===== config.mk =====
export PLATFORM = sky130hd
export DESIGN_NAME = mem_port_arbiter
export DESIGN_NICKNAME = d
export VERILOG_FILES = /design/src/rtl/mem_port_arbiter.sv
export SDC_FILE = /design/constraint.sdc
export NUM_CORES = 1
export LEC_CHECK = 0
export ABC_AREA = 1
export BUFFER_PORTS_ARGS = -buffer_cell sky130_fd_sc_hd__buf_2
export CAP_MARGIN = 20
export CORE_MARGIN = 2
export CORE_UTILIZATION = 35
export CTS_CLUSTER_DIAMETER = 150
export DETAILED_ROUTE_END_ITERATION = 8
export PLACE_DENSITY = 0.61
export SLEW_MARGIN = 20
export SYNTH_ARGS = -nofsm -noshare
export SYNTH_HDL_FRONTEND = slang
export SYNTH_SLANG_ARGS = --single-unit

===== constraint.sdc =====
create_clock -name clk -period 1.34 [get_ports clk]
set_input_delay 0.067 -clock clk [delete_from_list [all_inputs] [get_ports clk]]
set_output_delay 0.067 -clock clk [all_outputs]
set_load 0.03 [all_outputs]

===== src/rtl/mem_port_arbiter.sv =====
// Arbitrates one single-port, fixed-latency memory between instruction fetch and
// load/store. Data has fixed priority. Hold stalls the pipeline until every request of the round is served.
module mem_port_arbiter #(
  parameter int AW      = 8,
  parameter int DW      = 32,
  parameter int MEM_LAT = 2
) (
  input  logic          clk,
  input  logic          reset,
  input  logic          if_req,
  input  logic [AW-1:0] if_addr,
  output logic          if_ready,
  output logic [DW-1:0] if_rdata,
  input  logic          d_req,
  input  logic          d_we,
  input  logic [AW-1:0] d_addr,
  input  logic [DW-1:0] d_wdata,
  output logic          d_ready,
  output logic [DW-1:0] d_rdata,
  output logic          mem_en,
  output logic          mem_we,
  output logic [AW-1:0] mem_addr,
  output logic [DW-1:0] mem_wdata,
  input  logic [DW-1:0] mem_rdata,
  output logic          hold
);

  localparam int CW = (MEM_LAT > 1) ? $clog2(MEM_LAT) : 1;

  typedef enum logic [1:0] {IDLE, BUSY_D, BUSY_I, RESP} state_e;

  state_e        state_q, state_d;
  logic [CW-1:0] cnt_q;
  logic          gnt_d_q;
  logic [AW-1:0] addr_q;
  logic          we_q;
  logic [DW-1:0] wdata_q;
  logic [DW-1:0] if_rdata_q, d_rdata_q;
  logic          if_done_q, d_done_q;
  logic          elig_d, elig_i;

  assign elig_d = d_req & ~d_done_q;
  assign elig_i = if_req & ~if_done_q;

  always_ff @(posedge clk or negedge reset) begin
    if (!reset) state_q <= IDLE;
    else        state_q <= state_d;
  end

  always_comb begin
    state_d = state_q;
    case (state_q)
      IDLE:          if (elig_d) state_d = BUSY_D;
                     else if (elig_i) state_d = BUSY_I;
      BUSY_D, BUSY_I: if (cnt_q == '0) state_d = RESP;
      RESP:          state_d = IDLE;
      default:       state_d = IDLE;
    endcase
  end

  always_comb begin
    mem_en    = 1'b0;
    mem_we    = 1'b0;
    mem_addr  = '0;
    mem_wdata = '0;
    if_ready  = 1'b0;
    d_ready   = 1'b0;
    case (state_q)
      BUSY_D: begin
        mem_en    = 1'b1;
        mem_we    = we_q;
        mem_addr  = addr_q;
        mem_wdata = wdata_q;
      end
      BUSY_I: begin
        mem_en   = 1'b1;
        mem_addr = addr_q;
      end
      RESP: begin
        if_ready = ~gnt_d_q;
        d_ready  = gnt_d_q;
      end
      default: ;
    endcase
  end

  assign hold     = (if_req & ~if_done_q & ~if_ready) | (d_req & ~d_done_q & ~d_ready);
  assign if_rdata = if_rdata_q;
  assign d_rdata  = d_rdata_q;

  always_ff @(posedge clk or negedge reset) begin
    if (!reset) begin
      cnt_q      <= '0;
      gnt_d_q    <= 1'b0;
      addr_q     <= '0;
      we_q       <= 1'b0;
      wdata_q    <= '0;
      if_rdata_q <= '0;
      d_rdata_q  <= '0;
    end else begin
      case (state_q)
        IDLE: begin
          if (elig_d) begin
            gnt_d_q <= 1'b1;
            addr_q  <= d_addr;
            we_q    <= d_we;
            wdata_q <= d_wdata;
            cnt_q   <= CW'(MEM_LAT - 1);
          end else if (elig_i) begin
            gnt_d_q <= 1'b0;
            addr_q  <= if_addr;
            we_q    <= 1'b0;
            wdata_q <= '0;
            cnt_q   <= CW'(MEM_LAT - 1);
          end
        end
        BUSY_D, BUSY_I: begin
          if (cnt_q == '0) begin
            if (state_q == BUSY_I)  if_rdata_q <= mem_rdata;
            else if (!we_q)         d_rdata_q  <= mem_rdata;
          end else begin
            cnt_q <= cnt_q - CW'(1);
          end
        end
        default: ;
      endcase
    end
  end

  // Round end beats the RESP set so a request still held high is served again.
  always_ff @(posedge clk or negedge reset) begin
    if (!reset) begin
      if_done_q <= 1'b0;
      d_done_q  <= 1'b0;
    end else if (!hold) begin
      if_done_q <= 1'b0;
      d_done_q  <= 1'b0;
    end else if (state_q == RESP) begin
      if (gnt_d_q) d_done_q  <= 1'b1;
      else         if_done_q <= 1'b1;
    end
  end

endmodule


==> results.sh <==
export IMPL_status="finished, violations left"
export IMPL_violations="negative setup slack"
export IMPL_synth_top_family_by_area="simple AND/OR/NAND/NOR gates"
export IMPL_crit_path_max_fanout=8
export IMPL_fin_ws_ns=-0.3692
export IMPL_clkSinkCount=111
export IMPL_final_antenna_net_count=0
export IMPL_maxCapViolations=0
export IMPL_grt_first_pass_wirelength_um=22290
export IMPL_hold_viol_final=0
export IMPL_nNetsFinal=971
export IMPL_ioPinCount=194
export IMPL_endpoint_kind="primary output"
export IMPL_power_leakage_nw=4.806
export IMPL_synth_most_common_cell="nand2_1"
export IMPL_antenna_found_initial=0
export IMPL_grt_total_usage=0.1898
export IMPL_fp_coreArea_um2=13830
export IMPL_switchingPower_w=0.01118
export IMPL_critPathKind="register to primary output"
export IMPL_clock_fmax_ghz=0.5851
export IMPL_routed_via_count=4959
export IMPL_holdWs_ns=0.02769
export IMPL_fin_cells=1066
export IMPL_root_buffer="clkbuf_16"
export IMPL_syn_nets=673
export IMPL_syn_instance_count=583
export IMPL_grt_max_degree=64
export IMPL_grt_pass1_vias=4663
export IMPL_ys_warn_count=0
export IMPL_p_comb_frac=0.627
export IMPL_internal_power_w=0.01317
export IMPL_yosys_area_share_simple=0.2437
export IMPL_clockPowerShare=0.116
export IMPL_portBuffers=193
export IMPL_placedInstanceArea_um2=6163
export IMPL_cp_slowest_stage_delay_ns=0.42
export IMPL_synth_edff_count=0
export IMPL_async_reset_ff_frac=1.000
export IMPL_wl_per_cell_um=15.54
export IMPL_synth_area_leaders="dfrtp_1 56%, nand2_1 17%, o21ai_1 6.5%"
export IMPL_initialDrtViolationCount=196
export IMPL_start_kind="register"
export IMPL_yosysTopAreaCellShare=0.5647
export IMPL_clock_latency_ns=0.35
export IMPL_via_per_inst=4.652
export IMPL_first_pass_iters=4
export IMPL_setup_viol=112
export IMPL_dp_hpwl_um=8041
export IMPL_start_util=0.3557
export IMPL_arrival_ns=1.64
export IMPL_synth_seq_area_share=0.5647
export IMPL_syn_area_um2=4918
export IMPL_die_y_um=122.5
export IMPL_synth_compound_area_frac=0.06716
export IMPL_grt_overflow_total=0
export IMPL_synth_commonest_cells="222 x nand2_1, 111 x dfrtp_1, 81 x inv_1"
export IMPL_cts_buffer_depth=2
export IMPL_cts_buffers=9
export IMPL_tightest_slew_ns=0.3492
export IMPL_synth_fa_ha_area_frac=0.01272
export IMPL_ir_worst_vdd_mv=1.726
export IMPL_areaGrowthSynthToFinish_pct=78.48
export IMPL_dpl_cell_count=945
export IMPL_avgSynthCellArea_um2=8.436
export IMPL_tns_ns=-33.78
export IMPL_fin_crit_sh=1.275
export IMPL_fin_area_um2=8778
export IMPL_yosys_area_share_xor_xnor=0
export IMPL_cts_tree="done"
export IMPL_required_ns=1.27
export IMPL_n_antenna_cell=0
export IMPL_period_needed_ns=1.709
export IMPL_ys_types=17
export IMPL_hold_class="input pin to register"
export IMPL_p_sw_frac=0.4591
export IMPL_slowest_stage="dfrtp_1"
export IMPL_slew_headroom=0.7672
export IMPL_wirelength_um=16570
export IMPL_drv_slew=0
export IMPL_crit_chain="inv_2 -> buf_6 -> ha_4 -> clkbuf_16 -> nand2_2 -> inv_2 -> buf_6"
export IMPL_rsz0062_at_grt="yes"
export IMPL_num_rows=43
export IMPL_die_area_um2=15020
export IMPL_htree_levels=3
export IMPL_layout_drive_gt1_share=0.5158
export IMPL_power_frac_seq=0.257
export IMPL_gp_routability_congestion=0.7554
export IMPL_drc=0
export IMPL_power_density_nw_per_um2=2773
export IMPL_synth_main_ff_cell="dfrtp_1"
export IMPL_cts_clk_slew_worst_paths_ns=0.08
export IMPL_synth_mux_area_frac=0
export IMPL_p_total_w=0.02435
export IMPL_yosys_area_top_type="dfrtp_1"
export IMPL_synth_seq_cells=111
export IMPL_die_x_um=122.5
export IMPL_fin_skew_ns=0.006217
[power by group through the flow]
stage | clock, W | combinational, W | sequential (W)
2_1_floorplan | 0 | 0.00499 | 0.00763
6_report | 0.00281 | 0.0153 | 0.00626
4_1_cts | 0.00285 | 0.0127 | 0.00589
3_3_place_gp | 0 | 0.00937 | 0.00583
5_1_grt | 0.00301 | 0.0163 | 0.00642
3_5_place_dp | 0 | 0.00951 | 0.00581
[cells in the final DEF (no fill, tap or decap), drive strengths merged]
| cell | synthesis | layout |
|---|---|---|
| buf | 27 | 240 |
| nand2 | 227 | 229 |
| dfrtp | 111 | 111 |
| inv | 84 | 88 |
| dlygate4sd3 | 0 | 66 |
| o21ai | 65 | 65 |
| nand3 | 53 | 53 |
| clkbuf | 5 | 20 |
| nor2 | 5 | 5 |
| ha | 5 | 5 |
| a21oi | 1 | 1 |
| bufinv | 0 | 1 |
| clkinvlp | 0 | 1 |
| bufbuf | 0 | 1 |
[registers in the layout (all words and copies together) (netlist names)]
signal / flops
wdata_q: 32
addr_q: 8
state_q: 2
we_q: 1
if_rdata: 32
gnt_d_q: 1
d_done_q: 1
if_done_q: 1
cnt_q: 1
d_rdata: 32
[per-stage QoR]
stage                     worst slack (ns)    util
final                              -0.3692  0.6349
after global routing               -0.4349  0.6349
after CTS                          -0.3218  0.5787
after detailed placement          -0.05962  0.4458
after global placement           -0.004045  0.4458
after floorplan                    -0.1175       -
[worst paths after layout]
check                                 from       endpoint  slack, ns  cells after the start
worst max-delay path            state_q[1]  mem_wdata[17]      -0.37                      7
worst min-delay path            if_addr[0]      addr_q[0]       0.03                      5
worst max register to register  state_q[1]    if_rdata[2]      -0.35                     10
worst min register to register  d_rdata[5]     d_rdata[5]       0.49                      2
max in group asynchronous            reset     d_rdata[7]       0.76                      3
min in group asynchronous            reset    wdata_q[14]       0.25                      3
[cell families (layout without fill, tap and decap cells)]
| group | count (synthesis) | in the layout |
|---|---|---|
| AND/OR/NAND/NOR | 285 | 287 |
| AO/OA/AOI/OAI | 66 | 66 |
| adder cells (fa/ha/maj) | 5 | 5 |
| buffers and inverters | 116 | 417 |
| flip-flops | 111 | 111 |
[area by class of cell]
cell class,count,area [um^2]
sequential,111,2778
clock buffer,10,229.0
fill,1083,5049
multi-input combinational,358,2233
timing repair buffer,317,2923
inverter,84,315.3
tap,180,225.2
clock inverter,6,75.07
[critical path, delay by kind of cell, from the launching register on]
family,cells,cell delay [ns]
buffers and inverters,5,0.58
flip-flops,1,0.42
adder cells (fa/ha/maj),1,0.24
AND/OR/NAND/NOR,1,0.06
[routing by layer]
layer | global-route usage | wire length, um | vias up
met1 | 0.2352 | 6690 | 2356
met5 | 0 | 0 | -
li1 | - | - | 2392
met2 | 0.3226 | 8520 | 186
met3 | 0.04414 | 1048 | 25
met4 | 0.07040 | 306 | 0
[what timing repair did]
item                                    4_1_cts  5_1_grt
resized for setup                           168      173
setup buffers                                15        7
hold buffers                                 66        0
endpoints found under the setup margin      110      115
pin swaps                                     8       15
hold endpoints to repair                    207        0
cloned                                        9       14
No activity file was read; power rests on OpenSTA's default activity.
